==> config.mk <==
export PLATFORM = sky130hd
export DESIGN_NAME = prod_accum
export DESIGN_NICKNAME = d
export VERILOG_FILES = /design/src/rtl/prod_accum.sv
export SDC_FILE = /design/constraint.sdc
export NUM_CORES = 1
export LEC_CHECK = 0
export BUFFER_PORTS_ARGS = -buffer_cell sky130_fd_sc_hd__clkbuf_2
export CAP_MARGIN = 20
export CORE_ASPECT_RATIO = 1.5
export CORE_MARGIN = 1.5
export CORE_UTILIZATION = 59
export CTS_BUF_LIST = sky130_fd_sc_hd__clkbuf_8
export DETAILED_ROUTE_END_ITERATION = 10
export GPL_ROUTABILITY_DRIVEN = 0
export PLACE_DENSITY = 0.82
export SETUP_SLACK_MARGIN = 0.05
export SLEW_MARGIN = 20
export SYNTH_ARGS = -nofsm -noshare
export SYNTH_HDL_FRONTEND = slang
export SYNTH_SLANG_ARGS = --single-unit
==> constraint.sdc <==
create_clock -name clk -period 3.4 [get_ports clk]
set_clock_uncertainty 0.2 [all_clocks]
set_input_delay 0 -clock clk [delete_from_list [all_inputs] [get_ports clk]]
set_output_delay 0 -clock clk [all_outputs]
set_load 0.01 [all_outputs]
==> src/rtl/prod_accum.sv <==
`default_nettype none
// ============================================================================
// Module   : prod_accum
// Purpose  : Saturating packet accumulator for 8-bit multiplier products.
//            Beats are summed until a last-flagged beat or MAX_TERMS beats;
//            the packet result is then held in a one-entry output register
//            with valid/ready backpressure.
// Revision : 1.0 - initial release
// ============================================================================
module prod_accum #(
  parameter int PW        = 8,   // product width
  parameter int AW        = 16,  // accumulator / sum width, AW >= PW
  parameter int MAX_TERMS = 16   // forced packet close, 1..255
) (
  input  logic          clk,
  input  logic          rst_n,
  input  logic          in_valid,
  output logic          in_ready,
  input  logic [PW-1:0] in_prod,
  input  logic          in_last,
  output logic          out_valid,
  input  logic          out_ready,
  output logic [AW-1:0] out_sum,
  output logic [7:0]    out_count,
  output logic          out_ovf
);

  localparam logic [AW-1:0] C_SAT_VALUE = '1;
  localparam logic [7:0]    C_MAX_TERMS = 8'(MAX_TERMS);

  typedef enum logic [0:0] {
    ACC  = 1'b0,
    HOLD = 1'b1
  } state_t;

  state_t        r_state;
  state_t        w_state_nxt;

  // Running packet state; always zero at the start of a packet because it is
  // cleared on the same edge that closes the previous packet.
  logic [AW-1:0] r_acc;
  logic [AW-1:0] w_acc_nxt;
  logic [7:0]    r_cnt;
  logic [7:0]    w_cnt_nxt;
  logic          r_ovf;
  logic          w_ovf_nxt;

  // Held result
  logic [AW-1:0] r_out_sum;
  logic [AW-1:0] w_out_sum_nxt;
  logic [7:0]    r_out_count;
  logic [7:0]    w_out_count_nxt;
  logic          r_out_ovf;
  logic          w_out_ovf_nxt;

  // Per-beat arithmetic
  logic [AW:0]   w_prod_ext;
  logic [AW:0]   w_add;
  logic          w_sat;
  logic [AW-1:0] w_beat_acc;
  logic [7:0]    w_beat_cnt;
  logic          w_close;
  logic          w_take;

  // One extra bit catches the carry out of the accumulator
  assign w_prod_ext = {{(AW + 1 - PW){1'b0}}, in_prod};
  assign w_add      = {1'b0, r_acc} + w_prod_ext;
  assign w_sat      = w_add[AW] | r_ovf;
  assign w_beat_acc = w_sat ? C_SAT_VALUE : w_add[AW-1:0];
  assign w_beat_cnt = r_cnt + 8'd1;
  assign w_close    = in_last | (w_beat_cnt == C_MAX_TERMS);

  // Ready depends only on registered state and the downstream ready, so a
  // held result that is being emitted frees the slot in the same cycle.
  assign in_ready   = (r_state == ACC) | out_ready;
  assign w_take     = in_valid & in_ready;

  assign out_valid  = (r_state == HOLD);
  assign out_sum    = r_out_sum;
  assign out_count  = r_out_count;
  assign out_ovf    = r_out_ovf;

  // Next-state and datapath update for ACC/HOLD, defaults hold every register
  always_comb begin
    w_state_nxt     = r_state;
    w_acc_nxt       = r_acc;
    w_cnt_nxt       = r_cnt;
    w_ovf_nxt       = r_ovf;
    w_out_sum_nxt   = r_out_sum;
    w_out_count_nxt = r_out_count;
    w_out_ovf_nxt   = r_out_ovf;

    // Held result leaves with nothing new arriving
    if ((r_state == HOLD) && out_ready && !w_take) begin
      w_state_nxt = ACC;
    end

    if (w_take) begin
      if (w_close) begin
        // Closing beat: publish post-beat values, restart the packet state
        w_state_nxt     = HOLD;
        w_out_sum_nxt   = w_beat_acc;
        w_out_count_nxt = w_beat_cnt;
        w_out_ovf_nxt   = w_sat;
        w_acc_nxt       = '0;
        w_cnt_nxt       = '0;
        w_ovf_nxt       = 1'b0;
      end else begin
        // Also covers an emit-and-accept in HOLD: packet state is zero there
        w_state_nxt     = ACC;
        w_acc_nxt       = w_beat_acc;
        w_cnt_nxt       = w_beat_cnt;
        w_ovf_nxt       = w_sat;
      end
    end
  end

  // State register with asynchronous active-low reset
  always_ff @(posedge clk or negedge rst_n) begin
    if (!rst_n) begin
      r_state <= ACC;
    end else begin
      r_state <= w_state_nxt;
    end
  end

  // Accumulator and result registers; reset discards partial and held data
  always_ff @(posedge clk or negedge rst_n) begin
    if (!rst_n) begin
      r_acc       <= '0;
      r_cnt       <= '0;
      r_ovf       <= 1'b0;
      r_out_sum   <= '0;
      r_out_count <= '0;
      r_out_ovf   <= 1'b0;
    end else begin
      r_acc       <= w_acc_nxt;
      r_cnt       <= w_cnt_nxt;
      r_ovf       <= w_ovf_nxt;
      r_out_sum   <= w_out_sum_nxt;
      r_out_count <= w_out_count_nxt;
      r_out_ovf   <= w_out_ovf_nxt;
    end
  end

endmodule
`default_nettype wire
# Word level (Yosys, flattened, before mapping)
# Index checks and enable logic that the tools add are counted.
[op_classes]
n_addsub = 2
n_eq_ne = 1
n_mux = 7
n_bitwise = 5
n_reduce_logical = 5
[op_table]
columns = ["op", "n"]
rows = [
  ["two-way mux 16 bit", 2],
  ["adder 16 x 8 -> 17 bit", 1],
  ["adder 8 x 1 -> 8 bit, second input constant", 1],
  ["equality test 8 x 5 -> 1 bit, second input constant", 1],
  ["two-way mux 8 bit", 1],
  ["two-way mux 1 bit", 4],
  ["OR 1 bit", 3],
  ["logical AND 1 bit", 2],
  ["AND reduction 2 bit", 1],
  ["nonzero test 2 bit", 1],
  ["bitwise AND 1 bit", 1],
  ["logical NOT 1 bit", 1],
  ["NOT 1 bit", 1],
]
[totals]
reg_bits = 51
inputBits = 13
output_inout_bits = 27
word_cells = 27

# Logic depth before layout (Yosys ltp)
[depth]
depth_word = 7
mapped_depth = 9
ltp_nobuf = 8

# Least setup slack after synthesis
# No wires, ideal clock.
[synth_timing]
path_kind = "flip-flop to flip-flop"
start = "register r_acc[0]"
end = "register r_acc[11]"
setup_ps = 121
arrival_ps = 2354
t_required_ps = 3079
setup_slack_ps = 725
stages_incl_launch_ff = 10
n_path_buf = 1
path_cell_list = "dfrtp_1 ha_1 fa_1 a211oi_2 nor3_1 o31a_1 buf_2 a21o_1 a21o_1 a22o_1"
[synth_via]
elab_chain_cells = 4
[synth_rtl]
columns = ["item", "line_no", "rtl"]
rows = [
  ["start, declared", "41", "logic [AW-1:0] r_acc;"],
  ["start signal, assigned", "137", "r_acc <= w_acc_nxt;"],
  ["adder 16 x 8 -> 17 bit *", "67", "assign w_add = {1'b0, r_acc} + w_prod_ext;"],
  ["OR 1 bit", "68", "assign w_sat = w_add[AW] | r_ovf;"],
  ["two-way mux 16 bit *", "69", "assign w_beat_acc = w_sat ? C_SAT_VALUE : w_add[AW-1:0];"],
  ["two-way mux 16 bit *", "99", "if (w_close) begin"],
]
# Every way passes the cells marked *; elsewhere a longest branch is shown, timed or not.
# A chain may end at the register's enable or synchronous reset.

# Worst setup path after layout
[layout_timing]
start = "register r_acc[0]"
end = "register r_out_sum[7] (netlist: out_sum[7])"
[layout_via]
elab_chain_cells = 3
[layout_rtl]
columns = ["item", "line_no", "rtl"]
rows = [
  ["adder 16 x 8 -> 17 bit *", "67", ""],
  ["OR 1 bit", "68", ""],
  ["two-way mux 16 bit *", "69", ""],
  ["end signal, assigned", "140", "r_out_sum <= w_out_sum_nxt;"],
  ["end, declared", "49", "logic [AW-1:0] r_out_sum;"],
]
# Marked as above.

==> impl_metrics.tcl <==
set metrics [dict create \
    ir_drop_mv 0.2964 \
    powerDensity_nw_per_um2 565.5 \
    setup.worst_path.end "out_sum[7]" \
    synth_top_area_cell "dfrtp_1" \
    htreeDepth 2 \
    hold_path.class "in -> async" \
    slew_viol_final 0 \
    drv_cap 0 \
    synth_edf_count 0 \
    area_growth_pct 12.56 \
    core_um2 4504 \
    min_period_ns 2.998 \
    startpoint "r_acc[0]" \
    die_h_um 86.47 \
    clock_path_buffers 2 \
    relSlewSlack 0.5135 \
    min_period_over_period 0.8819 \
    cts_tree "built" \
    die_w_um 58.65 \
    cts_root_buf "clkbuf_8" \
    clkTransAtPathRegs_ns 0.09 \
    final_common_cell "dfrtp_1" \
    tns_ns 0 \
    portBuffers 39 \
    async_reset_ff_frac 1.000 \
    dp_slack_ns 0.4565 \
    numCtsBuffers 5 \
    synth_warnings 0 \
    rsz0062_at_grt "false" \
    nets 358 \
    grt_max_degree 30 \
    r2r-start "r_acc[0]" \
    ios 40 \
    initial_utilization 0.6083 \
    tightest_slew_ns 0.7279 \
    status "finished, final reports clean" \
    track_usage 0.2574 \
    drive_gt1_frac 0.1696 \
    drcViolationCount 0 \
    drt_iter0_drc 115 \
    antenna_found_initial 0 \
    finalHoldViolations 0 \
    via_count 2318 \
    overflow 0 \
    clk_latency_ns 0.30 \
    synth_fp_nets 319 \
    vias_per_cell 6.036 \
    antenna_cells 0 \
    syn_area_per_cell_um2 9.257 \
    multi_input_area_um2 1371 \
    crit_required_ns 3.40 \
    synthTopCellsByArea "dfrtp_1 47%, o21ai_0 7.1%, nand2_1 6.2%, ha_1 4.1%, a21oi_1 3.8%" \
    ys.flop_type "dfrtp_1" \
    place_area_um2 2940 \
    post-route-util 0.6847 \
    yosysSeqAreaShare 0.4658 \
    p_leak_uw 0.001461 \
    num_rows 30 \
    synth_top_cell_area_share 0.4658 \
    grt_pass1_vias 2248 \
    final-seq-area_um2 1276 \
    syn_inst 296 \
    dieArea_um2 5071 \
    synthesis.area_um2 2740 \
    reg2reg_slack_ns 0.40 \
    cp.arrival_ns 2.99 \
    fin_area_um2 3084 \
    final_cell_mix "51 x dfrtp_1, 45 x nand2_1, 39 x o21ai_0, 39 x clkbuf_2, 24 x nor2_1" \
    dpl.hpwl_mm 4.302 \
    grt_first_pass_wirelength_mm 10.14 \
    worst_r2r_endpoint "out_sum[7]" \
    finalWirelength_mm 5.904 \
    synth.distinct_cells 45 \
    drt_first_pass_iters 4 \
    wire_per_inst_um 15.38 \
    r2r_cells 9 \
    fin_ws_ns 0.4015 \
    power.total_uw 1744 \
    setup_violations 0 \
    cp_max_fo 15 \
    fmax_mhz 333.5 \
    critPathCaptureType "register" \
    critical_path_class "reg -> reg" \
    drt.antenna.violating_nets 0 \
    ys_ff_latch 51 \
    clock-sinks 51 \
    post_cts.repair.setup_buffers 0 \
    fillers 377 \
    worstSetupStartpointType "register" \
]
==> how the worst min path moves through the flow <==
stage / cells after the start / to / slack (ns)
finish: 2 / r_acc[2] / 0.008
global route: 2 / r_acc[4] / 0.05
CTS: 2 / r_acc[2] / 0.03
detailed placement: 1 / r_acc[2] / -0.19
global placement: 1 / r_acc[2] / -0.19
floorplan: 0 / out_count[0] / -0.50
==> Yosys cell counts, drive strengths merged, types with 2 or more instances <==
cell type,count
buf,10
and2,5
a21oi,21
mux2i,3
nand2,45
nand4b,2
dfrtp,51
ha,9
o21ai,39
nor3,2
xor2,2
a21o,10
xnor2,12
a31o,2
nand3,8
a211oi,2
and3,3
nor2b,3
nor2,24
o31ai,2
inv,4
a22o,5
or3,2
a31oi,9
nand2b,2
clkbuf,4
==> registers in the layout, summed over array words and instances (netlist names) <==
register,count
out_valid,1
out_sum,16
r_ovf,1
out_count,8
out_ovf,1
r_acc,16
r_cnt,8
==> area by class of cell <==
type                    instances  area share
clock inverters                 1    0.002434
well taps                      48     0.01947
inverters                       4    0.004868
clock buffers                   7     0.03124
flip-flops and latches         51      0.4138
multi-input cells             227      0.4446
repair buffers                 46     0.08357
==> critical path, cell delays in order, from the launching register on <==
cell	delay [ns]
dfrtp_1	0.39
ha_1	0.22
fa_1	0.45
a211oi_2	0.28
nor3_1	0.09
o31a_1	0.42
a21oi_1	0.21
buf_4	0.21
o21ai_0	0.14
mux2_4	0.28
==> stage by stage <==
| step | hold WS, ns | instances |
|---|---|---|
| CTS | 0.02811 | 384 |
| finish | 0.007775 | 384 |
| floorplan | -0.4956 | 296 |
| global placement | -0.1925 | 372 |
| detailed placement | -0.1864 | 372 |
| global route | 0.04658 | 384 |
==> kinds of logic after synthesis <==
| family | share of synthesized area |
|---|---|
| compound gates | 0.2292 |
| xor+xnor | 0.04475 |
| fa+ha+maj | 0.04840 |
| buf+inv | 0.03379 |
| flops | 0.4658 |
| mux | 0.01644 |
| simple gates | 0.1616 |
==> layer usage <==
layer / share of wire / track usage / vias to the layer above
met1: 0.44 / 0.3130 / 1119
met4: 0.015 / 0.08058 / 0
met2: 0.52 / 0.4586 / 61
met5: 0 / 0 / -
met3: 0.032 / 0.04179 / 8
li1: - / - / 1130
==> power by group <==
group	leakage, µW	internal [µW]	total (µW)	switching [µW]
clock network	0.0000505	185	383	198
logic	0.000746	241	558	317
registers	0.000664	718	803	84.8
==> repair_timing <==
| action | CTS | global route |
|---|---|---|
| hold endpoints to repair | 29 | 0 |
| resized for setup | 0 | 0 |
| hold buffers | 4 | 0 |
Note: power is estimated with default switching activity, not from simulation.
